File: config.mk
export PLATFORM = sky130hd
export DESIGN_NAME = instr_fetch_unit
export DESIGN_NICKNAME = d
export VERILOG_FILES = /design/src/rtl/instr_fetch_unit.sv
export SDC_FILE = /design/constraint.sdc
export NUM_CORES = 1
export LEC_CHECK = 0
export BUFFER_PORTS_ARGS = -buffer_cell sky130_fd_sc_hd__buf_2
export CAP_MARGIN = 20
export CELL_PAD_IN_SITES_DETAIL_PLACEMENT = 0
export CELL_PAD_IN_SITES_GLOBAL_PLACEMENT = 1
export CORE_MARGIN = 2
export CORE_UTILIZATION = 40
export CTS_CLUSTER_DIAMETER = 50
export CTS_CLUSTER_SIZE = 40
export DETAILED_ROUTE_END_ITERATION = 6
export GPL_TIMING_DRIVEN = 0
export PLACE_DENSITY = 0.95
export SLEW_MARGIN = 5
export SYNTH_ARGS = -nofsm -noshare
export SYNTH_HDL_FRONTEND = slang
export SYNTH_SLANG_ARGS = --single-unit
File: constraint.sdc
create_clock -name clock -period 6.35 [get_ports clock]
set_input_delay 0 -clock clock [delete_from_list [all_inputs] [get_ports clock]]
set_output_delay 0 -clock clock [all_outputs]
set_load 0.05 [all_outputs]
File: src/rtl/instr_fetch_unit.sv
// Instruction fetch stage: issues single-outstanding word reads to instruction
// memory, buffers returned words with their PC in a small FIFO for decode, and
// produces the next-PC value (sequential +4 or redirect target).
module instr_fetch_unit #(
    parameter int ADDR_W = 32,
    parameter int DATA_W = 32,
    parameter int QDEPTH = 2
) (
    input  logic              clock,
    input  logic              reset,
    input  logic [ADDR_W-1:0] pc_in,
    output logic [ADDR_W-1:0] pc_next,
    input  logic              redirect,
    input  logic [ADDR_W-1:0] redirect_target,
    output logic              imem_req,
    output logic [ADDR_W-1:0] imem_addr,
    input  logic              imem_gnt,
    input  logic              imem_rvalid,
    input  logic [DATA_W-1:0] imem_rdata,
    output logic              instr_valid,
    output logic [DATA_W-1:0] instr,
    output logic [ADDR_W-1:0] instr_pc,
    input  logic              dec_ready
);

    localparam int PTR_W = $clog2(QDEPTH);
    localparam int CNT_W = $clog2(QDEPTH) + 1;

    typedef enum logic [1:0] {
        ST_IDLE  = 2'd0,
        ST_WAIT  = 2'd1,
        ST_FLUSH = 2'd2
    } state_e;

    state_e            state_q, state_d;
    logic [ADDR_W-1:0] req_pc_q, req_pc_d;
    logic [DATA_W-1:0] data_mem_q [QDEPTH];
    logic [DATA_W-1:0] data_mem_d [QDEPTH];
    logic [ADDR_W-1:0] pc_mem_q [QDEPTH];
    logic [ADDR_W-1:0] pc_mem_d [QDEPTH];
    logic [PTR_W-1:0]  head_q, head_d;
    logic [PTR_W-1:0]  tail_q, tail_d;
    logic [CNT_W-1:0]  count_q, count_d;

    logic pop_s;
    logic push_s;
    logic slots_free_s;
    logic req_s;
    logic accept_s;

    // Decode consumes the head this cycle; a slot freed by that pop may be reused
    assign pop_s        = (count_q != '0) && dec_ready;
    assign slots_free_s = (count_q < CNT_W'(QDEPTH)) || pop_s;
    assign accept_s     = req_s && imem_gnt;

    assign imem_req    = req_s;
    assign imem_addr   = pc_in;
    assign instr_valid = (count_q != '0);
    assign instr       = data_mem_q[head_q];
    assign instr_pc    = pc_mem_q[head_q];

    // Fetch FSM: request gating, response acceptance and stale-response flushing
    always_comb begin
        state_d  = state_q;
        req_pc_d = req_pc_q;
        req_s    = 1'b0;
        push_s   = 1'b0;
        case (state_q)
            ST_IDLE: begin
                req_s = slots_free_s && !redirect && !reset;
                if (req_s && imem_gnt) begin
                    state_d  = ST_WAIT;
                    req_pc_d = pc_in;
                end else begin
                    state_d = ST_IDLE;
                end
            end
            ST_WAIT: begin
                if (imem_rvalid) begin
                    // A redirect in the same cycle makes this response stale
                    push_s  = !redirect;
                    state_d = ST_IDLE;
                end else if (redirect) begin
                    state_d = ST_FLUSH;
                end else begin
                    state_d = ST_WAIT;
                end
            end
            ST_FLUSH: begin
                if (imem_rvalid) begin
                    state_d = ST_IDLE;
                end else begin
                    state_d = ST_FLUSH;
                end
            end
            default: begin
                state_d = ST_IDLE;
            end
        endcase
    end

    // Next PC: redirect wins, otherwise advance by one word when a fetch is accepted
    always_comb begin
        pc_next = pc_in;
        if (reset) begin
            pc_next = pc_in;
        end else if (redirect) begin
            pc_next = redirect_target;
        end else if (accept_s) begin
            pc_next = pc_in + ADDR_W'(4);
        end else begin
            pc_next = pc_in;
        end
    end

    // Fetch buffer bookkeeping: redirect empties it, otherwise push/pop update pointers
    always_comb begin
        data_mem_d = data_mem_q;
        pc_mem_d   = pc_mem_q;
        head_d     = head_q;
        tail_d     = tail_q;
        count_d    = count_q;
        if (redirect) begin
            head_d  = '0;
            tail_d  = '0;
            count_d = '0;
        end else begin
            if (push_s) begin
                data_mem_d[tail_q] = imem_rdata;
                pc_mem_d[tail_q]   = req_pc_q;
                tail_d             = tail_q + PTR_W'(1);
            end else begin
                tail_d = tail_q;
            end
            if (pop_s) begin
                head_d = head_q + PTR_W'(1);
            end else begin
                head_d = head_q;
            end
            case ({push_s, pop_s})
                2'b10:   count_d = count_q + CNT_W'(1);
                2'b01:   count_d = count_q - CNT_W'(1);
                default: count_d = count_q;
            endcase
        end
    end

    // State and buffer registers with synchronous reset dropping all in-flight state
    always_ff @(posedge clock) begin
        if (reset) begin
            state_q    <= ST_IDLE;
            req_pc_q   <= '0;
            data_mem_q <= '{default: '0};
            pc_mem_q   <= '{default: '0};
            head_q     <= '0;
            tail_q     <= '0;
            count_q    <= '0;
        end else begin
            state_q    <= state_d;
            req_pc_q   <= req_pc_d;
            data_mem_q <= data_mem_d;
            pc_mem_q   <= pc_mem_d;
            head_q     <= head_d;
            tail_q     <= tail_d;
            count_q    <= count_d;
        end
    end

endmodule

## Word-level counts from Yosys, hierarchy flattened

Index checks and enable logic that the tools add are counted.

| word-level totals | value |
|---|---|
| register bits | 166 |
| input port bits | 102 |
| word-level logic and storage cells | 62 |

| cells by class | value |
|---|---|
| add/subtract/negate cells | 5 |
| magnitude comparators | 4 |
| equality and inequality tests | 4 |
| multiplexer cells | 22 |
| bitwise operators | 3 |
| reduce and logical (&&, ||, !) cells | 15 |

Operator list:

| operator | count |
|---|---|
| $mux W32 | 10 |
| $bwmux W64 | 2 |
| $add A32 B3 Y32 const B | 1 |
| $demux W32 S1 | 1 |
| $logic_and A1 B1 Y1 | 6 |
| $mux W2 | 3 |
| $pmux W2 S3 | 1 |
| $eq A2 B1 Y1 const B | 2 |
| $eq A2 B2 Y1 const B | 2 |
| $ge A2 B2 Y1 const B | 2 |
| $mux W1 | 4 |
| $not A1 Y2 | 2 |
| $pmux W2 S2 | 1 |
| $reduce_and A2 Y1 | 2 |
| $reduce_bool A2 Y1 | 2 |
| $add A1 B1 Y1 const B | 2 |
| $add A2 B1 Y2 const B | 1 |
| $logic_not A1 Y1 | 2 |
| $logic_not A2 Y1 | 1 |
| $lt A2 B1 Y1 const B | 1 |
| $lt A2 B2 Y1 const B | 1 |
| $reduce_or A2 Y1 | 1 |
| $sub A2 B1 Y2 const B | 1 |
| $logic_or A1 B1 Y1 | 1 |
| $not A1 Y1 | 1 |

## Logic depth before layout (Yosys ltp)

| depth | value |
|---|---|
| depth after elaboration | 10 |
| gate-level depth with buffers | 8 |
| mapped depth without buffers | 6 |

## Least setup slack after synthesis

OpenSTA, ideal clock, no wires.

| timing path | value |
|---|---|
| kind | register to output |
| start | register state_q[0] |
| end | output port pc_next[26] |
| arrival | 3.088 ns |
| data required time | 6.350 ns |
| path slack | 3.262 ns |
| cell stages (with the launch flop) | 9 |
| cell sequence | dfxtp_1 -> buf_6 -> or4_4 -> buf_6 -> nor4_4 -> and2_0 -> buf_4 -> a211oi_1 -> a311oi_1 |

| between the ends | value |
|---|---|
| longest elaborated chain between the ends | 6 |

RTL lines:

| item | RTL line | source |
|---|---|---|
| start, declared | 35 | `state_e state_q, state_d;` |
| start signal, assigned | 159 | `state_q <= state_d;` |
| $logic_not A2 Y1 | 68 | `case (state_q)` |
| $mux W1 | 68 |  |
| $logic_and A1 B1 Y1 | 54 | `assign accept_s = req_s && imem_gnt;` |
| $mux W32 | 109 | `end else if (accept_s) begin` |
| $mux W32 | 107 | `end else if (redirect) begin` |
| $mux W32 | 105 | `if (reset) begin` |
| end, declared | 12 | `output logic [ADDR_W-1:0] pc_next,` |

No other way between the ends.

## Final worst setup path

| timing path | value |
|---|---|
| start | register state_q[0] |
| end | output port pc_next[18] |

The elaborated chain is that of the path after synthesis.

==> run_results.csv <==
group,metric,value,unit
worst_hold_path,min_from,"dec_ready",
critical_path,start_kind,"flop",
power,p_seq_share,42.8,%
power,switching_power,673,µW
power,power_density,234,nW/µm²
power,ir_drop,0.000146,V
worst_hold_path,hold_class,"input pin to flop",
placed_design,port_buffers,229,
critical_path,reg2reg_depth,7,
critical_path,r2r_start,"state_q[0]$_SDFF_PP0_",
cells_and_area,drive_above_1_share,27.1,%
critical_path,r2r-end,"req_pc_q[0]$_SDFFE_PP0P_",
cts,cts_root_buf,"clkbuf_16",
routing,ant_nets,0,
synth,syn-num-nets,1129,
synth,yosys_warnings,0,
global_route,antenna_found_initial,0,
cts,post_cts_resized,0,
power,power_frac_comb,14.7,%
synth,netlist.area_leader.share,42.3,%
power,p_total,2470,µW
sta,period_share,49.9,%
sta,slew_headroom,37.3,%
floorplan,start_util,40.6,%
routing,drt-initial-drc-count,570,
cts,cts_tree,"yes",
cts,cts_max_level,4,
floorplan,ios,232,
cells_and_area,nNetsFinal,1442,
synth,syn_area_per_cell,7.66,µm²
placed_design,dp_cells,1519,
sta,clock_skew,7.12,ps
synth,synthArstFlopShare,0,%
synth,ys_seq_area_share,42.3,%
synth,ys.flop_type,"dfxtp_1",
critical_path,critPathKind,"flop to primary output",
critical_path,rrSetupSlack,3870,ps
global_route,grtUsageTotal,24.9,%
cts,numCtsBuffers,17,
floorplan,die-height,144,µm
placed_design,dp_hpwl,18400,µm
routing,vias,8277,
routing,finalWirelength,26300,µm
sta,finalCriticalPeriod,3170,ps
global_route,grt_overflow_total,0,
power,p_leak,0.00422,µW
synth,synthesis.area,7850,µm²
floorplan,die_area,20800,µm²
floorplan,num_rows,51,
run_status,run_status,"finished, final reports clean",
critical_path,crit_arrival,3170,ps
placed_design,dpl_cell_area,9330,µm²
synth,synthTopCellsByArea,"dfxtp_1 (42%), nand2_1 (16%), a21oi_1 (11%), mux2_2 (9.3%), clkbuf_1 (3.4%)",
worst_hold_path,holdPathStages,4,
cts,path_clk_slew,60,ps
routing,route.detailed.drc,0,
flow_run,max_cap_violations,0,
power,p_clk_share,42.5,%
sta,rsz0062_at_grt,"false",
sta,fmax,316,MHz
routing,wl_per_cell,16.3,µm
routing,vias_per_cell,5.12,
floorplan,die_w,144,µm
synth,synth_cells,1025,
critical_path,cp_max_fo,8,
floorplan,core-area,19300,µm²
cts,clk_path_buf_depth,2,
cts,clock_latency,430,ps
placed_design,place.gp.congestion,0.877,
sta,tightest_slew,937,ps
critical_path,end_kind,"primary output",
power,swShare,27.2,%
synth,synth_cell_types,53,
global_route,grt_pass1_vias,7780,
sta,setup-tns-final,0,ps
cells_and_area,final_cells,1616,
cells_and_area,final_area,10600,µm²
synth,synth_edf_count,0,
routing,drtPass1Iterations,5,
global_route,grt_max_degree,17,
cts,postCtsSetupRepairBufs,0,
worst_hold_path,hold_end,"head_q$_SDFFE_PP0P_",
sta,setup_viol,0,
sta,maxSlewViolCount,0,
critical_path,cp.required,6350,ps
sta,timing.hold.ws,47.1,ps
sta,hold_viol_final,0,
synth,yosysMostFrequentCell,"nand2_1",
synth,synth_common_cells,"nand2_1 (344), a21oi_1 (175), dfxtp_1 (166)",
cells_and_area,antenna_cells,0,
global_route,grt_pass1_wl,40200,µm
synth,yosysTopAreaCell,"dfxtp_1",
power,internal-power,1800,µW
synth,synth_seq_cells,166,
cells_and_area,area_growth_syn_to_layout,34.8,%
cts,clock-sinks,166,
## through the flow
step / util [%] / setup WS [ps]
floorplan: - / 3260
global route: 54.7 / 3060
finish: 54.7 / 3180
detailed placement: 48.2 / 3650
global placement: 48.2 / 3670
CTS: 54.7 / 3190
## worst max path at each step
stage                     startpoint     endpoint  slack [ps]
2_1_floorplan  state_q[0]$_SDFF_PP0_  pc_next[26]        3260
3_3_place_gp   state_q[0]$_SDFF_PP0_  pc_next[18]        3670
3_5_place_dp   state_q[0]$_SDFF_PP0_  pc_next[18]        3650
4_1_cts        state_q[0]$_SDFF_PP0_  pc_next[18]        3190
5_1_grt        state_q[0]$_SDFF_PP0_  pc_next[18]        3060
6_report       state_q[0]$_SDFF_PP0_  pc_next[18]        3180
## cell usage in the layout, fill, tap and decap left out, drive strengths merged, types with 4 or more instances in the layout
cell / count
buf: 267
inv: 8
a21oi: 175
o21ai: 4
and3: 6
nor2: 26
o22ai: 14
mux2: 65
nand4: 10
a311oi: 6
nor4: 4
nor3: 12
and2: 7
nand2: 344
dlygate4sd3: 65
clkbuf: 91
dfxtp: 166
clkinv: 6
o22a: 8
a211oi: 7
nand3: 12
a2bb2oi: 6
## final cells by class
cell class | instances | area [µm²]
fillers | 1876 | 8750
multi-input cells | 742 | 3950
flip-flops and latches | 166 | 3320
repair buffers | 294 | 1800
plain buffers | 109 | 551
clock buffers | 20 | 447
well taps | 265 | 332
clock inverters | 12 | 154
inverters | 8 | 30.0
## worst max-delay path, cell delays in order, from the launching register on
cell and delay (ps):
dfxtp_1 300, buf_6 130, or4_4 500, buf_6 150, nor3_2 620, nand4_1 290
o31ai_1 310, o211a_1 180, buf_2 260
## flip-flops by register name, summed over array words and instances, names as in the netlist
signal	count
tail_q	1
pc_mem_q	64
data_mem_q	64
count_q	2
head_q	1
state_q	2
req_pc_q	32
## layer usage
metal  GRT usage, %  part of all wire, %  wire (µm)
met5              0                    0          0
met4           8.05                  1.7        457
met3           5.10                  6.3       1670
met2           43.3                   49      12800
met1           30.8                   43      11400
## cell families after synthesis
kind of cell	synth area share [%]
DFF	42.3
adders and majority gates	0.319
xor gates and xnor gates	0.558
buffers and inverters	7.39
and+or+nand+nor	22.9
AOI/OAI and AO/OA	17.1
muxes	9.32
## what timing repair did
action,CTS,global route
endpoints found under the setup margin,0,0
endpoints found under the hold margin,98,0
hold buffers,65,0
## power by group through the flow
stage                     clock [µW]  sequential (µW)  combinational [µW]
after floorplan                    0             1080                 217
after global placement             0             1080                 328
after detailed placement           0             1080                 329
after CTS                       1060             1060                 361
after global routing            1110             1060                 384
final                           1050             1060                 364
Note: power is estimated with default switching activity, not from simulation.
